[src/rtl/demux_4bit_1to2_stream_pkg.sv]
// Shared definitions for the 1-to-2 stream demultiplexer.
//   DEF_WIDTH / DEF_DEPTH / DEF_CNT_W : default data width, FIFO depth, counter width
//   SEL_OUT0 / SEL_OUT1               : in_sel encodings that pick output 0 / output 1
package demux_defs;

    localparam int   DEF_WIDTH = 4;
    localparam int   DEF_DEPTH = 2;
    localparam int   DEF_CNT_W = 8;

    localparam logic SEL_OUT0  = 1'b0;
    localparam logic SEL_OUT1  = 1'b1;

endpackage

[src/rtl/stream_fifo_sync.sv]
// Small synchronous FIFO used as the buffer behind each demux output.
//   clk, rst_n : clock, asynchronous active-low reset (empties the FIFO)
//   push       : write push_data (ignored while full)
//   pop        : drop the head (ignored while empty)
//   head_data  : oldest entry; when empty, the last value popped (0 after reset)
//   full/empty : occupancy == DEPTH / occupancy == 0
// DEPTH must be a power of two (>= 2) so the pointers wrap naturally.
module stream_fifo_sync #(
    parameter int WIDTH = 4,
    parameter int DEPTH = 2
) (
    input  logic             clk,
    input  logic             rst_n,
    input  logic             push,
    input  logic [WIDTH-1:0] push_data,
    input  logic             pop,
    output logic [WIDTH-1:0] head_data,
    output logic             full,
    output logic             empty
);

    localparam int          PW       = $clog2(DEPTH);
    localparam int          OW       = PW + 1;
    localparam logic [PW:0] FULL_OCC = OW'(DEPTH);

    logic [DEPTH-1:0][WIDTH-1:0] mem_q, mem_d;
    logic [PW-1:0]               wr_q, wr_d, rd_q, rd_d;
    logic [PW:0]                 occ_q, occ_d;
    logic [WIDTH-1:0]            last_q, last_d;
    logic                        do_push, do_pop;

    assign full    = (occ_q == FULL_OCC);
    assign empty   = (occ_q == '0);
    // No full-bypass: a full FIFO refuses a write even if it pops this cycle.
    assign do_push = push & ~full;
    assign do_pop  = pop & ~empty;

    // Hold the last popped value on the head while empty so the output bus
    // does not show stale, already-consumed storage.
    assign head_data = empty ? last_q : mem_q[rd_q];

    always_comb begin
        mem_d  = mem_q;
        wr_d   = wr_q;
        rd_d   = rd_q;
        occ_d  = occ_q;
        last_d = last_q;
        if (do_push) begin
            mem_d[wr_q] = push_data;
            wr_d        = wr_q + PW'(1);
        end
        if (do_pop) begin
            last_d = mem_q[rd_q];
            rd_d   = rd_q + PW'(1);
        end
        case ({do_push, do_pop})
            2'b10:   occ_d = occ_q + OW'(1);
            2'b01:   occ_d = occ_q - OW'(1);
            default: occ_d = occ_q;
        endcase
    end

    always_ff @(posedge clk or negedge rst_n) begin
        if (!rst_n) begin
            mem_q  <= '0;
            wr_q   <= '0;
            rd_q   <= '0;
            occ_q  <= '0;
            last_q <= '0;
        end else begin
            mem_q  <= mem_d;
            wr_q   <= wr_d;
            rd_q   <= rd_d;
            occ_q  <= occ_d;
            last_q <= last_d;
        end
    end

endmodule

[src/rtl/demux_4bit_1to2_stream.sv]
// Registered 1-to-2 stream demultiplexer with per-output transfer counters.
//   clk, rst_n                : clock, asynchronous active-low reset
//   in_data/in_sel/in_valid   : input beat, destination select, producer valid
//   in_ready                  : beat accepted this cycle (depends on in_sel, never on in_valid)
//   outN_data/outN_valid      : head of output FIFO N / FIFO N non-empty
//   outN_ready                : consumer N takes the head
//   cnt0/cnt1                 : completed output transfers, wrapping counters
module demux_4bit_1to2_stream
    import demux_defs::*;
#(
    parameter int WIDTH = DEF_WIDTH,
    parameter int DEPTH = DEF_DEPTH,
    parameter int CNT_W = DEF_CNT_W
) (
    input  logic             clk,
    input  logic             rst_n,
    input  logic [WIDTH-1:0] in_data,
    input  logic             in_sel,
    input  logic             in_valid,
    output logic             in_ready,
    output logic [WIDTH-1:0] out0_data,
    output logic             out0_valid,
    input  logic             out0_ready,
    output logic [WIDTH-1:0] out1_data,
    output logic             out1_valid,
    input  logic             out1_ready,
    output logic [CNT_W-1:0] cnt0,
    output logic [CNT_W-1:0] cnt1
);

    localparam int                 NUM_OUT  = 2;
    localparam logic [NUM_OUT-1:0] LANE_SEL = {SEL_OUT1, SEL_OUT0};

    logic [NUM_OUT-1:0]            push, pop, full, empty, out_ready;
    logic [NUM_OUT-1:0][WIDTH-1:0] head;
    logic [NUM_OUT-1:0][CNT_W-1:0] cnt_q, cnt_d;
    logic                          in_fire;

    assign out_ready = {out1_ready, out0_ready};

    // Gated by rst_n so the producer sees no acceptance while reset is held.
    assign in_ready = rst_n & ~full[in_sel];
    assign in_fire  = in_valid & in_ready;

    for (genvar g = 0; g < NUM_OUT; g++) begin : g_out
        assign push[g]  = in_fire & (in_sel == LANE_SEL[g]);
        assign pop[g]   = out_ready[g] & ~empty[g];
        assign cnt_d[g] = pop[g] ? cnt_q[g] + CNT_W'(1) : cnt_q[g];

        stream_fifo_sync #(
            .WIDTH (WIDTH),
            .DEPTH (DEPTH)
        ) u_fifo (
            .clk       (clk),
            .rst_n     (rst_n),
            .push      (push[g]),
            .push_data (in_data),
            .pop       (pop[g]),
            .head_data (head[g]),
            .full      (full[g]),
            .empty     (empty[g])
        );
    end

    always_ff @(posedge clk or negedge rst_n) begin
        if (!rst_n) begin
            cnt_q <= '0;
        end else begin
            cnt_q <= cnt_d;
        end
    end

    assign out0_data  = head[0];
    assign out1_data  = head[1];
    assign out0_valid = ~empty[0];
    assign out1_valid = ~empty[1];
    assign cnt0       = cnt_q[0];
    assign cnt1       = cnt_q[1];

endmodule

[config.mk]
export PLATFORM = sky130hd
export DESIGN_NAME = demux_4bit_1to2_stream
export DESIGN_NICKNAME = d
export VERILOG_FILES = /design/src/rtl/demux_4bit_1to2_stream_pkg.sv /design/src/rtl/stream_fifo_sync.sv /design/src/rtl/demux_4bit_1to2_stream.sv
export SDC_FILE = /design/constraint.sdc
export NUM_CORES = 1
export LEC_CHECK = 0
export BUFFER_PORTS_ARGS = -buffer_cell sky130_fd_sc_hd__clkbuf_2
export CAP_MARGIN = 20
export CORE_ASPECT_RATIO = 0.7
export CORE_MARGIN = 2
export CORE_UTILIZATION = 59
export DETAILED_ROUTE_END_ITERATION = 8
export PLACE_DENSITY = 0.83
export SYNTH_ARGS = -nofsm -noshare
export SYNTH_HDL_FRONTEND = slang
export SYNTH_HIERARCHICAL = 1
export SYNTH_SLANG_ARGS = --single-unit
[constraint.sdc]
create_clock -name clk -period 5.71 [get_ports clk]
set_input_delay 0.2855 -clock clk [delete_from_list [all_inputs] [get_ports clk]]
set_output_delay 0.2855 -clock clk [all_outputs]
set_load 0.005 [all_outputs]
==> results.toml, run 1 <==
[sta]
hold_violations = 0
finalWorstSetupSlack_ns = 3.593
relSlewSlack_pct = 60.79
fin_crit_sh_pct = 37.08
fin_setup_tns_ns = 0
setup_violations = 0
fin_worst_skew_ns = 0.005912
fin_crit_ns = 2.117
grt_setup_unrepaired = "no"
clock.fmax_mhz = 472.3
slew_viol_final = 0
worst_slew_pin_slew_ns = 0.5881

[clocking]
cts_tree = "yes"
cts_resized = 0
clock_latency_ns = 0.30
clockBufferDepth = 2
postCtsSetupBuffers = 0
clock-sinks = 48
clk_pin_slew_ns = 0.08
root_buffer = "clkbuf_8"
cts_buffers = 5
hold_buffers = 0
cts_max_level = 2

[yosys]
synthDistinctLibCells = 27
ys_warn_count = 6
synth_edf_count = 0
synth_top_area_cell = "dfrtp_1"
synth_area_mm2 = 0.002221
postSynthNetCount = 201
avgSynthCellArea_um2 = 11.88
ys_seq_area_share_pct = 54.08
synth_top_area_share_pct = 54.08
ys_dominant_reg_cell = "dfrtp_1"
synth_cells = 187
async_reset_ff_share_pct = 100.0
ys_seq_elements = 48
synthTopCellsByArea = "dfrtp_1 (54%), mux2_2 (9.1%), xnor2_1 (7.9%)"

[routing]
firstDrtPassIters = 4
postRouteWirelength_um = 3756
ant_nets = 0
first_iter_violations = 35
vias = 1426
drcViolationCount = 0
via_per_inst = 5.185
wl_per_cell_um = 13.66

[floorplanning]
rows = 18
io_pins = 37
initial_core_util_pct = 62.41
die_width_um = 77.33
die_area_mm2 = 0.004279
die_height_um = 55.33
core_mm2 = 0.003558

[worst_hold_path]
hp-class = "in -> async"

[placed_design]
pre_cts_slack_ns = 3.597
dp_hpwl_um = 2807
place.gp.congestion = 0.8102
port_buffers = 36
placed_cell_area_mm2 = 0.002446

[setup_path]
crit_fanout = 10
max_stage_delay_ns = 0.46
setup.worst_path.end_class = "register"
critPathKind = "reg -> reg"
crit_arrival_ns = 2.34
worstPathRequired_ns = 5.94
start_kind = "register"
cp_slowest_cell = "dfrtp_1"
crit_chain = "or2_2 -> inv_1 -> nor2b_1 -> o21ai_2 -> inv_1 -> ha_1 -> nor2_1 -> xor2_1"
cpMostUsedCell = "inv_1"

[grt]
use_met1_pct = 27.06
grt_pass1_wl_um = 6706
antenna_found_initial = 0
use_met3_pct = 4.902
grt_remaining_overflow = 0
met2_usage_pct = 31.30
grt_max_degree = 51
first_global_vias = 1414
top_usage_layer = "met2"
grtUsageTotal_pct = 20.05

[pwr]
p_leak_nw = 1.211
p_total_mw = 1.387
ir_worst_vdd_v = 0.0003229
power_per_cell_area_mw_per_mm2 = 549.7

[finish]
layout_common_cells = "dfrtp_1 (48), clkbuf_2 (36), xnor2_1 (20)"
finalInstanceArea_mm2 = 0.002524
final_common_cell = "dfrtp_1"
nets = 239
layout-drive-gt1-share_pct = 32.44
syn_to_final_growth_pct = 13.63
diodes = 0

[status]
outcome = "completed"

[flow_run]
cap_viol_max_count = 0
-- final cells by class --
cell class | instances | area [µm²]
clock buffers | 6 | 72.57
multi-input cells | 123 | 957.2
repair buffers | 37 | 187.7
fillers | 276 | 1035
well taps | 50 | 62.56
clock inverters | 1 | 5.005
inverters | 10 | 37.54
flip-flops and latches | 48 | 1201
-- critical path, delay by kind of cell (launching register included) --
family,cells,cell delay (ns)
buffers and inverters,2,0.24
DFF,1,0.46
and+or+nand+nor,3,0.68
AOI/OAI and AO/OA,1,0.18
adders and majority gates,1,0.34
xor gates and xnor gates,1,0.15
-- kinds of logic (layout without fill, tap and decap cells) --
logic type | count (synthesis) | count (layout) | synth area share [%]
xor+xnor | 24 | 24 | 9.465
buf+inv | 16 | 54 | 2.817
mux | 27 | 27 | 13.18
simple gates | 50 | 50 | 13.80
compound gates | 18 | 18 | 4.395
fa+ha+maj | 4 | 4 | 2.254
flops | 48 | 48 | 54.08
-- flip-flops by register name, indices dropped and copies added (netlist names) --
| name | cells |
|---|---|
| g_out.u_fifo/last_q | 8 |
| cnt0 | 8 |
| g_out.u_fifo/mem_q | 16 |
| g_out.u_fifo/rd_q | 2 |
| g_out.u_fifo/wr_q | 2 |
| g_out.u_fifo/occ_q | 4 |
| cnt1 | 8 |
-- routing by layer --
layer,vias up,wire length [µm]
li1,704,-
met1,681,1774
met2,33,1751
met3,8,164
met4,0,65
met5,-,0
-- Yosys cell counts (2+ instances only) --
cell / number
inv_2: 2
buf_2: 2
and3_2: 2
nand4_1: 6
ha_1: 4
mux2_2: 18
nand3b_1: 2
nor2b_1: 2
nand2_1: 12
nor2_1: 13
nand2b_4: 2
xnor2_1: 20
xor2_1: 4
o21ai_2: 2
and4b_1: 2
clkbuf_1: 4
dfrtp_1: 48
nor3b_4: 2
inv_1: 8
a21oi_1: 8
or2_2: 2
or3b_1: 2
o21ai_0: 8
mux2i_1: 9
-- metrics by stage --
| stage | hold WS (ns) | utilization (%) | instances |
|---|---|---|---|
| 4_1_cts | 0.08535 | 70.92 | 275 |
| 2_1_floorplan | -0.01009 | - | 187 |
| 3_3_place_gp | 0.4091 | 68.74 | 268 |
| 3_5_place_dp | 0.4102 | 68.74 | 268 |
| 6_report | 0.07109 | 70.92 | 275 |
| 5_1_grt | 0.1050 | 70.92 | 275 |
-- where the power goes --
group,total [mW],internal (mW),switching [mW]
Combinational,0.555,0.299,0.257
Clock,0.186,0.0833,0.103
Sequential,0.646,0.495,0.151
-- path summary, 6_finish.rpt --
check | from | end | slack [ns] | cells past startpoint
worst min-delay path | rst_n | g_out[0].u_fifo/occ_q[1]$_DFFE_PN0P_ | 0.07 | 2
worst max-delay path | g_out[1].u_fifo/occ_q[0]$_DFFE_PN0P_ | g_out[1].u_fifo/occ_q[1]$_DFFE_PN0P_ | 3.59 | 8
max in group asynchronous | rst_n | g_out[1].u_fifo/last_q[3]$_DFFE_PN0P_ | 5.24 | 2
worst min register to register | cnt1[7]$_DFFE_PN0P_ | cnt1[7]$_DFFE_PN0P_ | 0.48 | 1
worst max register to register | g_out[1].u_fifo/occ_q[0]$_DFFE_PN0P_ | g_out[1].u_fifo/occ_q[1]$_DFFE_PN0P_ | 3.59 | 8
min in group clk | in_data[3] | g_out[0].u_fifo/mem_q[3]$_DFFE_PN0P_ | 0.28 | 2
No activity file was read; power rests on OpenSTA's default activity.
==> run 2, diff against run 1 <==
--- a/config.mk
+++ b/config.mk
@@ -9,9 +9,9 @@
 export CAP_MARGIN = 20
 export CORE_ASPECT_RATIO = 0.7
 export CORE_MARGIN = 2
-export CORE_UTILIZATION = 59
+export CORE_UTILIZATION = 55
 export DETAILED_ROUTE_END_ITERATION = 8
-export PLACE_DENSITY = 0.83
+export PLACE_DENSITY = 0.78
 export SYNTH_ARGS = -nofsm -noshare
 export SYNTH_HDL_FRONTEND = slang
 export SYNTH_HIERARCHICAL = 1
==> constraint.sdc (replaced) <==
create_clock -name clk -period 2.1 [get_ports clk]
set_input_delay 0.105 -clock clk [delete_from_list [all_inputs] [get_ports clk]]
set_output_delay 0.105 -clock clk [all_outputs]
set_load 0.005 [all_outputs]
==> results.toml, run 2 (synthesis results as in run 1) <==
[routing]
via_per_inst = 5.050
wl_per_cell_um = 13.21
postRouteWirelength_um = 3724
drcViolationCount = 0
first_iter_violations = 44
firstDrtPassIters = 4
ant_nets = 0
vias = 1424

[setup_path]
r2r_end = "g_out[1].u_fifo/mem_q[2]$_DFFE_PN0P_"
worstPathRequired_ns = 2.29
r2r_cells = 7
r2r-start = "g_out[1].u_fifo/occ_q[0]$_DFFE_PN0P_"
r2r_slack_ns = 0.19
critPathKind = "reg -> reg"
crit_fanout = 5
start_kind = "register"
setup.worst_path.end_class = "register"
crit_arrival_ns = 2.10

[sta]
fin_worst_skew_ns = 0.009266
worst_slew_pin_slew_ns = 0.4758
hold_violations = 0
grt_setup_unrepaired = "no"
setup_violations = 0
fin_crit_ns = 1.911
fin_crit_sh_pct = 91.01
slew_viol_final = 0
clock.fmax_mhz = 523.2
relSlewSlack_pct = 68.28
fin_setup_tns_ns = 0

[clocking]
root_buffer = "clkbuf_8"
clk_pin_slew_ns = 0.09
cts_buffers = 5
cts_max_level = 2
postCtsSetupBuffers = 0
clock_latency_ns = 0.30
cts_tree = "yes"
clock-sinks = 48
clockBufferDepth = 2

[worst_hold_path]
min_to = "g_out[1].u_fifo/mem_q[5]$_DFFE_PN0P_"
hp-class = "in -> reg"
min_from = "in_data[1]"
worstHoldPathCells = 2

[pwr]
p_leak_nw = 1.232
p_int_mw = 2.460
power_switching_mw = 1.398
power_per_cell_area_mw_per_mm2 = 1495
pwr-share-clk_pct = 14.6
seqPwrFrac_pct = 45.2
combPwrFrac_pct = 40.2
ir_worst_vdd_v = 0.0008726
swShare_pct = 36.24
p_total_mw = 3.857

[grt]
grt_remaining_overflow = 0
first_global_vias = 1388
grt_pass1_wl_um = 6534
antenna_found_initial = 0
grt_max_degree = 39
grtUsageTotal_pct = 19.14

[finish]
finalInstanceArea_mm2 = 0.002580
final_common_cell = "dfrtp_1"
nets = 243
regArea_mm2 = 0.001204
diodes = 0
multi_input_area_um2 = 959.7
layout-drive-gt1-share_pct = 34.78
nFillCells = 310
largest-register = "g_out.u_fifo/mem_q"
syn_to_final_growth_pct = 16.17
largest_reg_flops = 16
layout_common_cells = "dfrtp_1 (46), clkbuf_2 (36), xnor2_1 (20)"

[status]
outcome = "completed"

[floorplanning]
die_area_mm2 = 0.004570
die_height_um = 57.17
die_width_um = 79.95
initial_core_util_pct = 56.96
core_mm2 = 0.003899
io_pins = 37
rows = 19

[placed_design]
port_buffers = 36
dp_hpwl_um = 2770
placed_cell_area_mm2 = 0.002471
place.gp.congestion = 0.7336

[flow_run]
cap_viol_max_count = 0
run 2: changes by cell type in the layout (fill, tap and decap cells not counted), sizes merged:
cell,change
clkinvlp,+1
dlygate4sd3,+1
clkinv,-1
clkbuf,+1
buf,+3
run 2: repair_timing:
item | in CTS | in global routing
endpoints found under the setup margin | 0 | 2
endpoints found under the hold margin | 10 | 0
gates resized for setup | 0 | 3
hold buffers | 1 | 0
run 2: layout make-up:
class / count / area share [%]
repair buffers: 41 / 8.535
well taps: 52 / 2.522
clock buffers: 7 / 3.346
flip-flops and latches: 48 / 46.65
inverters: 10 / 1.455
multi-input cells: 123 / 37.20
clock inverters: 1 / 0.2910
run 2: power groups by stage:
stage | logic (mW) | registers [mW] | clock network [mW]
after floorplan | 1.10 | 1.66 | 0
after global placement | 1.51 | 1.74 | 0
after detailed placement | 1.55 | 1.76 | 0
after CTS | 1.57 | 1.74 | 0.582
after global routing | 1.76 | 1.81 | 0.622
final | 1.55 | 1.74 | 0.564
run 2: worst max path at each step:
| stage | startpoint | to | slack (ns) | depth (start not counted) |
|---|---|---|---|---|
| 4_1_cts | g_out[1].u_fifo/occ_q[0]$_DFFE_PN0P_ | g_out[1].u_fifo/mem_q[3]$_DFFE_PN0P_ | 0.12 | 7 |
| 6_report | g_out[1].u_fifo/occ_q[0]$_DFFE_PN0P_ | g_out[1].u_fifo/mem_q[2]$_DFFE_PN0P_ | 0.19 | 7 |
| 2_1_floorplan | g_out[1].u_fifo/occ_q[1]$_DFFE_PN0P_ | g_out[1].u_fifo/occ_q[1]$_DFFE_PN0P_ | 0.11 | 9 |
| 3_3_place_gp | g_out[1].u_fifo/occ_q[1]$_DFFE_PN0P_ | g_out[1].u_fifo/occ_q[1]$_DFFE_PN0P_ | 0.19 | 8 |
| 3_5_place_dp | g_out[1].u_fifo/occ_q[0]$_DFFE_PN0P_ | g_out[1].u_fifo/mem_q[3]$_DFFE_PN0P_ | 0.13 | 7 |
| 5_1_grt | g_out[1].u_fifo/occ_q[0]$_DFFE_PN0P_ | g_out[1].u_fifo/occ_q[1]$_DFFE_PN0P_ | 0.04 | 9 |
run 2: per-stage QoR:
stage                     util [%]  cells  setup slack [ns]  hold WS, ns
after detailed placement     63.38    273            0.1272      0.01660
after global placement       63.38    273            0.1945      0.01224
after floorplan                  -    187            0.1086      -0.1906
after CTS                    66.05    282            0.1203      0.07064
final                        66.17    282            0.1888      0.08455
after global routing         66.17    282           0.04090      0.09241
run 2: routing by layer:
layer	global-route usage, %	vias to the layer above	routed length (µm)	part of all wire (%)
met4	8.717	0	62	1.7
met1	27.94	679	1922	52
met3	4.747	6	133	3.6
met5	0	-	0	0
li1	-	714	-	-
met2	27.26	25	1606	43
run 2: critical path: stages (launching register included):
cell and delay (ns):
dfrtp_2 0.43, nand2b_4 0.15, inv_2 0.05, mux2i_1 0.16, and2_1 0.16, and3_1 0.20, nor3b_4 0.29, mux2_2 0.37
==> run 3, diff against run 2 <==
--- a/config.mk
+++ b/config.mk
@@ -10,8 +10,10 @@
 export CORE_ASPECT_RATIO = 0.7
 export CORE_MARGIN = 2
 export CORE_UTILIZATION = 55
+export CTS_CLUSTER_SIZE = 28
 export DETAILED_ROUTE_END_ITERATION = 8
 export PLACE_DENSITY = 0.78
+export REMOVE_ABC_BUFFERS = 1
 export SYNTH_ARGS = -nofsm -noshare
 export SYNTH_HDL_FRONTEND = slang
 export SYNTH_HIERARCHICAL = 1
==> results.toml, run 3 (synthesis results as in run 1) <==
[floorplanning]
initial_core_util_pct = 56.96
rows = 19
core_mm2 = 0.003899
die_area_mm2 = 0.004570
die_height_um = 57.17
die_width_um = 79.95
io_pins = 37

[sta]
finalWorstSetupSlack_ns = 0.1949
slew_viol_final = 0
hold_violations = 0
fin_worst_skew_ns = 0.009042
fin_crit_sh_pct = 90.72
setup_violations = 0
relSlewSlack_pct = 60.89
fin_setup_tns_ns = 0
grt_setup_unrepaired = "no"
fin_crit_ns = 1.905
worst_slew_pin_slew_ns = 0.5866
clock.fmax_mhz = 524.9

[placed_design]
pre_cts_slack_ns = 0.1357
place.gp.congestion = 0.7148
port_buffers = 36
dp_hpwl_um = 2793

[clocking]
clockBufferDepth = 2
root_buffer = "clkbuf_8"
clock-sinks = 48
cts_tree = "yes"
cts_max_level = 2
clock_latency_ns = 0.30
cts_buffers = 5
postCtsSetupBuffers = 0
clk_pin_slew_ns = 0.09

[setup_path]
worstSetupStartpoint = "g_out[1].u_fifo/occ_q[1]$_DFFE_PN0P_"
max_stage_delay_ns = 0.46
critPathKind = "reg -> reg"
setup.worst_path.end_class = "register"
crit_fanout = 4
r2r_end = "g_out[1].u_fifo/occ_q[1]$_DFFE_PN0P_"
r2r_cells = 9
crit_chain = "nand2b_4 -> inv_2 -> mux2i_1 -> and2_1 -> and3_1 -> nand2_1 -> ha_1 -> nor2_1 -> xor2_1"
start_kind = "register"
worstPathRequired_ns = 2.33
crit_end = "g_out[1].u_fifo/occ_q[1]$_DFFE_PN0P_"
cp_slowest_cell = "dfrtp_1"
crit_arrival_ns = 2.13
r2r_slack_ns = 0.19
r2r-start = "g_out[1].u_fifo/occ_q[1]$_DFFE_PN0P_"

[pwr]
power_per_cell_area_mw_per_mm2 = 1519
p_leak_nw = 1.247
ir_worst_vdd_v = 0.0008511

[finish]
regArea_mm2 = 0.001204
multi_input_area_um2 = 957.2
layout_common_cells = "dfrtp_1 (46), clkbuf_2 (36), xnor2_1 (20)"
diodes = 0
layout-drive-gt1-share_pct = 34.63
largest_reg_flops = 16
syn_to_final_growth_pct = 17.01
nFillCells = 309
final_common_cell = "dfrtp_1"
nets = 244
largest-register = "g_out.u_fifo/mem_q"

[grt]
grt_remaining_overflow = 0
first_global_vias = 1357
antenna_found_initial = 0
grt_pass1_wl_um = 6361
grt_max_degree = 49
grtUsageTotal_pct = 18.65

[routing]
first_iter_violations = 83
ant_nets = 0
wl_per_cell_um = 13.43
postRouteWirelength_um = 3800
via_per_inst = 5.127
vias = 1451
drcViolationCount = 0
firstDrtPassIters = 4

[flow_run]
cap_viol_max_count = 0

[status]
outcome = "completed"

[worst_hold_path]
hp-class = "in -> reg"
run 3: changes by cell type in the layout (fill, tap and decap cells not counted), sizes merged:
cell	change
buf	+1
bufinv	+1
clkbuf	-1
clkinv	+1
clkinvlp	-1
run 3: metal layers:
metal  GRT usage (%)  share of wire, %  vias to the layer above
met3           6.487               5.6                        7
met5               0                 0                        -
met4           7.990               1.6                        0
met2           25.83                43                       23
li1                -                 -                      716
met1           26.92                50                      705
run 3: layout make-up:
cell class	count	area share, %
clock buffer	6	2.792
inverter	10	1.444
multi-input combinational	123	36.83
tap	52	2.504
sequential	48	46.32
timing repair buffer	42	8.763
clock inverter	2	1.348
run 3: per-stage QoR:
stage / cell area (µm²) / power [mW] / util, % / instances / hold slack (ns)
after floorplan: 2196 / 2.729 / - / 181 / -0.1906
after global placement: 2479 / 3.250 / 63.58 / 274 / 0.2768
after detailed placement: 2479 / 3.319 / 63.58 / 274 / 0.2845
after CTS: 2596 / 3.982 / 66.59 / 283 / 0.07763
after global routing: 2599 / 4.254 / 66.66 / 283 / 0.08603
final: 2599 / 3.949 / 66.66 / 283 / 0.08282
run 3: power breakdown:
part / total, mW / internal, mW / switching [mW]
clock network: 0.650 / 0.353 / 0.296
logic: 1.55 / 0.847 / 0.702
registers: 1.75 / 1.35 / 0.401
total: 3.95 / 2.55 / 1.40
run 3: timing repair:
| item | 4_1_cts | 5_1_grt |
|---|---|---|
| gates resized for setup | 0 | 2 |
| endpoints found under the setup margin | 0 | 7 |
| hold buffers | 1 | 0 |
| hold endpoints to repair | 48 | 0 |
run 3: worst max-delay path, delay by kind of cell, from the launching register on:
family / cells / cell delay (ns)
flops: 1 / 0.46
simple gates: 5 / 0.70
buf+inv: 1 / 0.05
fa+ha+maj: 1 / 0.32
xor+xnor: 1 / 0.15
mux: 1 / 0.15
run 3: worst min-delay path by stage:
stage,startpoint,end,slack (ns),depth (start not counted)
floorplan,rst_n,cnt0[0]$_DFFE_PN0P_,-0.19,0
global placement,rst_n,g_out[0].u_fifo/occ_q[1]$_DFFE_PN0P_,0.28,2
detailed placement,rst_n,g_out[0].u_fifo/occ_q[1]$_DFFE_PN0P_,0.28,2
CTS,in_data[0],g_out[1].u_fifo/mem_q[0]$_DFFE_PN0P_,0.08,2
global route,in_data[2],g_out[1].u_fifo/mem_q[6]$_DFFE_PN0P_,0.09,2
finish,in_data[0],g_out[1].u_fifo/mem_q[0]$_DFFE_PN0P_,0.08,2
